### src/rtl/secuencia_pkg.sv
// Shared state encoding for the run-of-ones detector and its controller.
package secuencia_pkg;

  localparam int STATE_W = 2;

  typedef enum logic [STATE_W-1:0] {
    IDLE = 2'b00,
    ONE  = 2'b01,
    RUN  = 2'b10
  } state_t;

endpackage

### src/rtl/secuencia_tick_div.sv
// Sample-tick divider: one tick every SAMPLE_DIV enabled clk cycles, counter held at 0 while en=0.
module secuencia_tick_div #(
  parameter int SAMPLE_DIV = 4
) (
  input  logic clk,
  input  logic reset,
  input  logic en,
  output logic tick
);

  localparam int DIV_W = (SAMPLE_DIV > 1) ? $clog2(SAMPLE_DIV) : 1;
  localparam logic [DIV_W-1:0] DIV_LAST = DIV_W'(SAMPLE_DIV - 1);

  logic [DIV_W-1:0] div_cnt_r;

  assign tick = en && (div_cnt_r == DIV_LAST);

  // Divider counter: wraps on tick, forced to zero while sampling is disabled.
  always_ff @(posedge clk or negedge reset) begin
    if (!reset) begin
      div_cnt_r <= '0;
    end else if (!en || tick) begin
      div_cnt_r <= '0;
    end else begin
      div_cnt_r <= div_cnt_r + DIV_W'(1'b1);
    end
  end

endmodule

### src/rtl/secuencia_run_ctrl.sv
// Sampled "two-or-more consecutive 1s" detector with run-length records over valid/ready.
// Optional SEQ_RUN_TOTAL_EN adds a wrapping count of records loaded into the buffer.
module secuencia_run_ctrl
  import secuencia_pkg::*;
#(
  parameter int SAMPLE_DIV = 4,
  parameter int CNT_W      = 8,
  parameter int TOT_W      = 16
) (
  input  logic             clk,
  input  logic             reset,
  input  logic             en,
  input  logic             w,
  output logic             det,
  output logic             evt_valid,
  input  logic             evt_ready,
  output logic [CNT_W-1:0] evt_len,
  output logic             ovf,
  input  logic             ovf_clr,
  output logic [TOT_W-1:0] evt_total
);

  localparam logic [CNT_W-1:0] LEN_MAX = '1;

  logic             tick_s;
  state_t           state_r;
  logic             det_r;
  logic [CNT_W-1:0] run_len_r;
  logic             evt_valid_r;
  logic [CNT_W-1:0] evt_len_r;
  logic             ovf_r;
  logic             fire_s;
  logic             drain_s;
  logic             load_s;

  secuencia_tick_div #(
    .SAMPLE_DIV(SAMPLE_DIV)
  ) u_tick_div (
    .clk  (clk),
    .reset(reset),
    .en   (en),
    .tick (tick_s)
  );

  // A run ends when a 0 is sampled in RUN; it loads if the buffer is empty or draining now.
  always_comb begin
    fire_s  = tick_s && (state_r == RUN) && !w;
    drain_s = evt_valid_r && evt_ready;
    load_s  = fire_s && (!evt_valid_r || evt_ready);
  end

  // Moore detector FSM, stepped only on sample ticks; det follows the next state.
  always_ff @(posedge clk or negedge reset) begin
    if (!reset) begin
      state_r <= IDLE;
      det_r   <= 1'b0;
    end else if (tick_s) begin
      case (state_r)
        IDLE: begin
          state_r <= w ? ONE : IDLE;
          det_r   <= 1'b0;
        end
        ONE: begin
          state_r <= w ? RUN : IDLE;
          det_r   <= w;
        end
        RUN: begin
          state_r <= w ? RUN : IDLE;
          det_r   <= w;
        end
        default: begin
          state_r <= IDLE;
          det_r   <= 1'b0;
        end
      endcase
    end
  end

  // Run-length counter, saturating so very long runs report the maximum length.
  always_ff @(posedge clk or negedge reset) begin
    if (!reset) begin
      run_len_r <= '0;
    end else if (tick_s) begin
      if (!w) begin
        run_len_r <= '0;
      end else if (state_r == IDLE) begin
        run_len_r <= CNT_W'(1'b1);
      end else if (run_len_r != LEN_MAX) begin
        run_len_r <= run_len_r + CNT_W'(1'b1);
      end
    end
  end

  // Single-entry record buffer; evt_len only changes on a load.
  always_ff @(posedge clk or negedge reset) begin
    if (!reset) begin
      evt_valid_r <= 1'b0;
      evt_len_r   <= '0;
    end else if (load_s) begin
      evt_valid_r <= 1'b1;
      evt_len_r   <= run_len_r;
    end else if (drain_s) begin
      evt_valid_r <= 1'b0;
    end
  end

  // Sticky drop flag; a drop in the same cycle wins over the clear.
  always_ff @(posedge clk or negedge reset) begin
    if (!reset) begin
      ovf_r <= 1'b0;
    end else if (fire_s && !load_s) begin
      ovf_r <= 1'b1;
    end else if (ovf_clr) begin
      ovf_r <= 1'b0;
    end
  end

`ifdef SEQ_RUN_TOTAL_EN
  logic [TOT_W-1:0] total_r;

  // Count of records accepted into the buffer, wrapping.
  always_ff @(posedge clk or negedge reset) begin
    if (!reset) begin
      total_r <= '0;
    end else if (load_s) begin
      total_r <= total_r + TOT_W'(1'b1);
    end
  end

  assign evt_total = total_r;
`else
  assign evt_total = '0;
`endif

  assign det       = det_r;
  assign evt_valid = evt_valid_r;
  assign evt_len   = evt_len_r;
  assign ovf       = ovf_r;

endmodule

### config.mk
export PLATFORM = sky130hd
export DESIGN_NAME = secuencia_run_ctrl
export DESIGN_NICKNAME = d
export VERILOG_FILES = /design/src/rtl/secuencia_pkg.sv /design/src/rtl/secuencia_tick_div.sv /design/src/rtl/secuencia_run_ctrl.sv
export SDC_FILE = /design/constraint.sdc
export NUM_CORES = 1
export LEC_CHECK = 0
export CAP_MARGIN = 10
export CORE_UTILIZATION = 55
export DETAILED_ROUTE_END_ITERATION = 12
export DONT_BUFFER_PORTS = 1
export HOLD_SLACK_MARGIN = 0.15
export PLACE_DENSITY = 0.73
export SLEW_MARGIN = 20
export SYNTH_ARGS = -nofsm -noshare
export SYNTH_HDL_FRONTEND = slang
export SYNTH_HIERARCHICAL = 1
export SYNTH_SLANG_ARGS = --single-unit
### constraint.sdc
create_clock -name clk -period 1.6 [get_ports clk]
set_input_delay 0.4 -clock clk [delete_from_list [all_inputs] [get_ports clk]]
set_output_delay 0.4 -clock clk [all_outputs]
set_load 0.05 [all_outputs]
# --- Yosys cells after proc, flatten, opt, wreduce, memory -nomap -nowiden ---
# Index checks and enable logic that the tools add are counted.
totals:
  ff_bits: 23
  in_bits: 6
  out_inout_bits: 27
  word_cells: 43
op_classes:
  add_sub_neg: 2
  eq_ne: 5
  mux: 12
  reduce_logical: 17
op_table:
  columns: ["operator", "n"]
  rows:
  - ["$mux 8", 3]
  - ["$add 8x1->8 const B", 1]
  - ["$ne 8x8->1 const B", 1]
  - ["$logic_and 1x1->1", 6]
  - ["$mux 1", 6]
  - ["$eq 2x2->1 const B", 2]
  - ["$logic_not 1->1", 4]
  - ["$mux 2", 2]
  - ["$pmux 2 s2", 1]
  - ["$reduce_bool 2->1", 2]
  - ["$ne 3x1->1 const B", 1]
  - ["$add 2x1->2 const B", 1]
  - ["$eq 2x1->1 const B", 1]
  - ["$logic_not 2->1", 1]
  - ["$logic_or 1x1->1", 2]
  - ["$reduce_and 2->1", 1]
  - ["$reduce_or 2->1", 1]

# --- Depth between registers and ports, before layout ---
logic_depth:
  ltp_word: 8
  mapped_depth: 7
  mapped_depth_nobuf: 5

# --- By module ---
# The synthesis kept the hierarchy.
modules_own_cells:
  columns: ["module", "instances", "cells_per_inst", "area_per_inst_um2", "seq_area_each_um2"]
  rows:
  - ["secuencia_run_ctrl", 1, 103, 1131.1, 525.5]
  - ["secuencia_tick_div", 1, 6, 91.3, 50.0]

# --- Least setup slack after synthesis ---
# OpenSTA, ideal clock, no wires.
synth_timing:
  path_type: "reg2reg"
  start: "register u_tick_div.div_cnt_r[0]"
  end: "register evt_len_r[0] (netlist: evt_len[0])"
  setup_time_ns: 0.125
  arrival_ns: 1.560
  required_time_ns: 1.475
  setup_slack_ns: -0.084
  path_stages_with_launch: 8
  path_buffers: 2
  synth_period_minus_slack_ns: 1.684
  cell_sequence: "dfrtp_1 > ha_1 > and2_2 > buf_2 > nand3b_1 > nor2b_1 > buf_2 > mux2_2"
synth_via:
  elab_chain_cells: 5
synth_rtl:
  columns: ["element", "line", "source"]
  rows:
  - ["start: declaration", "secuencia_tick_div.sv:14", "logic [DIV_W-1:0] div_cnt_r;"]
  - ["start signal: assignment", "secuencia_tick_div.sv:25", "div_cnt_r <= div_cnt_r + DIV_W'(1'b1);"]
  - ["$eq 2x2->1", "secuencia_tick_div.sv:16", "assign tick = en && (div_cnt_r == DIV_LAST);"]
  - ["$logic_and 1x1->1", "secuencia_tick_div.sv:16", null]
  - ["named net tick_s", "secuencia_run_ctrl.sv:25", "logic tick_s;"]
  - ["$logic_and 1x1->1 (2 in a row)", "secuencia_run_ctrl.sv:47", "fire_s = tick_s && (state_r == RUN) && !w;"]
  - ["$logic_and 1x1->1", "secuencia_run_ctrl.sv:49", "load_s = fire_s && (!evt_valid_r || evt_ready);"]
  - ["end signal: assignment", "secuencia_run_ctrl.sv:101", "evt_len_r <= run_len_r;"]
  - ["end: declaration", "secuencia_run_ctrl.sv:30", "logic [CNT_W-1:0] evt_len_r;"]
# The timed path passes the listed nets, and every way through them passes these cells.
# A chain may end at the register's enable or synchronous reset.

# --- Worst setup path after layout ---
layout_timing:
  start: "register u_tick_div.div_cnt_r[0]"
  end: "register evt_len_r[2] (netlist: evt_len[2])"
# Same word-level chain as after synthesis.

==> reports/results.ini <==
[floorplanning]
io_pins = 33
die_w_um = 49.1
start_util_pct = 60.5
placementRows = 16
die_area_mm2 = 0.00242
core_mm2 = 0.00202
fp.dieH_um = 49.1

[clocking]
clk_pin_slew_ps = 120
clk_latency_ps = 310
root_buffer = clkbuf_4
h-tree-depth = 1
cts_num_sinks = 23
cts_buffers = 3
tritoncts = built
cts_buffer_depth = 2

[placed_design]
dpl.cell_count = 142
routabilityCongestion = 0.812
port-buffer-count = 0
place_ws_ps = 19.6
dp_hpwl_mm = 1.47

[timing]
setup_viol = 0
slew_violations = 0
max-slew-margin-rel_pct = 65.5
hold_slack_ps = 182
finalClockSkew_ps = 0.966
rsz0062_at_grt = true
fin_crit_ps = 1570
fmax_ghz = 0.638
finalCritPeriodShare_pct = 97.9
setup_ws_ps = 33.7
worstMarginPinSlew_ps = 517
hold_viol = 0
final.setup.tns_ps = 0

[global_route]
grt-ovfl-total = 0
globalRouteTotalUtil_pct = 19.1
antenna_found_initial = 0
grt_max_degree = 24
grt_pass1_vias = 769
grt_pass1_wl_mm = 3.50

[finish]
seq_area_um2 = 576
area_growth_pct = 9.21
diodes = 0
utilization_pct = 66.0
multi_input_area_um2 = 563
drive_gt1_share_pct = 27.4
finalNonFillerCells = 151
fillers = 170
nets = 136

[routing]
dr_wl_met3_um = 96
ant_nets = 0
drt-initial-drc-count = 22
drtPass1Iterations = 4
wl_met1_um = 959
via_per_inst = 5.41
wl_met2_um = 956
wl_mm = 2.03
highest_layer = met4
vias = 817
drc_errors = 0
routedWlPerCell_um = 13.5

[power]
vdd_drop_max_v = 0.000699
leakage_nw = 0.670
p_per_area_mw_per_mm2 = 1160

[outcome]
outcome = finished clean

[critical_path]
r2r-end = evt_len[2]
endpoint_kind = register
critical_path_required_ps = 1810
cp.arrival_ps = 1780
r2r_cells = 6
regToRegSetupSlack_ps = 30
startpoint = u_tick_div/div_cnt_r[0]
crit_end = evt_len[2]
start_kind = register
reg2reg_from = u_tick_div/div_cnt_r[0]
critPathMaxFanout = 8
path_class = reg -> reg

[synth]
synth_area_mm2 = 0.00122
yosysWarningCount = 6
yosys_most_used_dff = dfrtp_1
synth_edf_count = 0
seq_area_frac_synth_pct = 47.1
postSynthAreaPerCell_um2 = 11.2
postSynthCellCount = 109
synth-seq-cells = 23
ys_types = 37
synth-async-reset-ratio_pct = 100

[worst_hold_path]
min_path_cells = 1
hold_class = in -> reg

[run]
maxCapViolations = 0

registers in the layout, summed over array words and instances, names as in the netlist:
signal,count
evt_len,8
ovf,1
state_r,2
u_tick_div/div_cnt_r,2
det,1
run_len_r,8
evt_valid,1
worst max-delay path, stage by stage, from the launching register on:
cell and delay [ps]:
dfrtp_1 370, ha_2 180, and2_4 150, nand3b_1 110
nor2b_1 150, buf_6 160, mux2_2 340
worst min path at each step:
stage	startpoint	end	slack [ps]
global route	ovf_clr	ovf	170
finish	ovf_clr	ovf	180
CTS	ovf_clr	ovf	170
floorplan	reset	det	100
detailed placement	reset	ovf	100
global placement	reset	state_r[0]	100
stage by stage:
| step | instance area (µm²) | power, W |
|---|---|---|
| 2_1_floorplan | 1290 | 0.00116 |
| 3_3_place_gp | 1260 | 0.00125 |
| 3_5_place_dp | 1260 | 0.00128 |
| 4_1_cts | 1300 | 0.00156 |
| 5_1_grt | 1340 | 0.00167 |
| 6_report | 1340 | 0.00155 |
area by class of cell:
class | count | area share [%]
flip-flops and latches | 23 | 43.1
multi-input cells | 77 | 42.2
repair buffers | 15 | 8.72
well taps | 27 | 2.53
clock buffers | 3 | 1.69
inverters | 5 | 1.41
clock inverters | 1 | 0.375
synthesized netlist by cell type, types with 3 or more instances:
master	number	area share (%)
nor2b_1	4	2.0
o21ai_0	3	1.2
dfrtp_1	23	47
and3_1	4	2.0
a211oi_1	3	1.8
nand2_1	3	0.92
ha_1	5	5.1
inv_1	5	1.5
a21oi_1	5	2.0
buf_4	16	9.8
mux2_2	8	7.4
cell usage in the layout (no fill, tap or decap), drive strengths merged, types with 2 or more instances in the layout:
| master | n |
|---|---|
| a211oi | 3 |
| a21oi | 5 |
| a311oi | 2 |
| a41oi | 2 |
| and3 | 4 |
| buf | 14 |
| clkbuf | 3 |
| conb | 16 |
| dfrtp | 23 |
| ha | 5 |
| inv | 5 |
| mux2 | 8 |
| nand2 | 3 |
| nand3 | 3 |
| nor2b | 4 |
| o21ai | 3 |
cell families after synthesis:
family,after synthesis,synth area share [%]
AO/OA/AOI/OAI,22,12.7
other,1,0.307
flip-flops,23,47.1
multiplexers,9,8.19
AND/OR/NAND/NOR,25,14.1
buffers and inverters,24,12.5
adder cells (fa/ha/maj),5,5.12
power by group:
part	internal (W)	total [W]	switching, W
clock	0.0000935	0.000267	0.000173
sequential	0.000669	0.000829	0.000160
combinational	0.000187	0.000459	0.000272
what timing repair did:
item                                    in CTS  in global routing
endpoints found under the setup margin       0                  9
hold buffers                                 1                  1
gates resized for setup                      0                  3
setup buffers                                0                  3
hold endpoints to repair                    23                 23
layer usage:
layer  track usage, %  vias to the layer above
li1                 -                      390
met1             26.9                      393
met2             29.5                       32
met3             3.12                        2
met4             7.35                        0
met5                0                        -
Note: power is estimated with default switching activity, not from simulation.
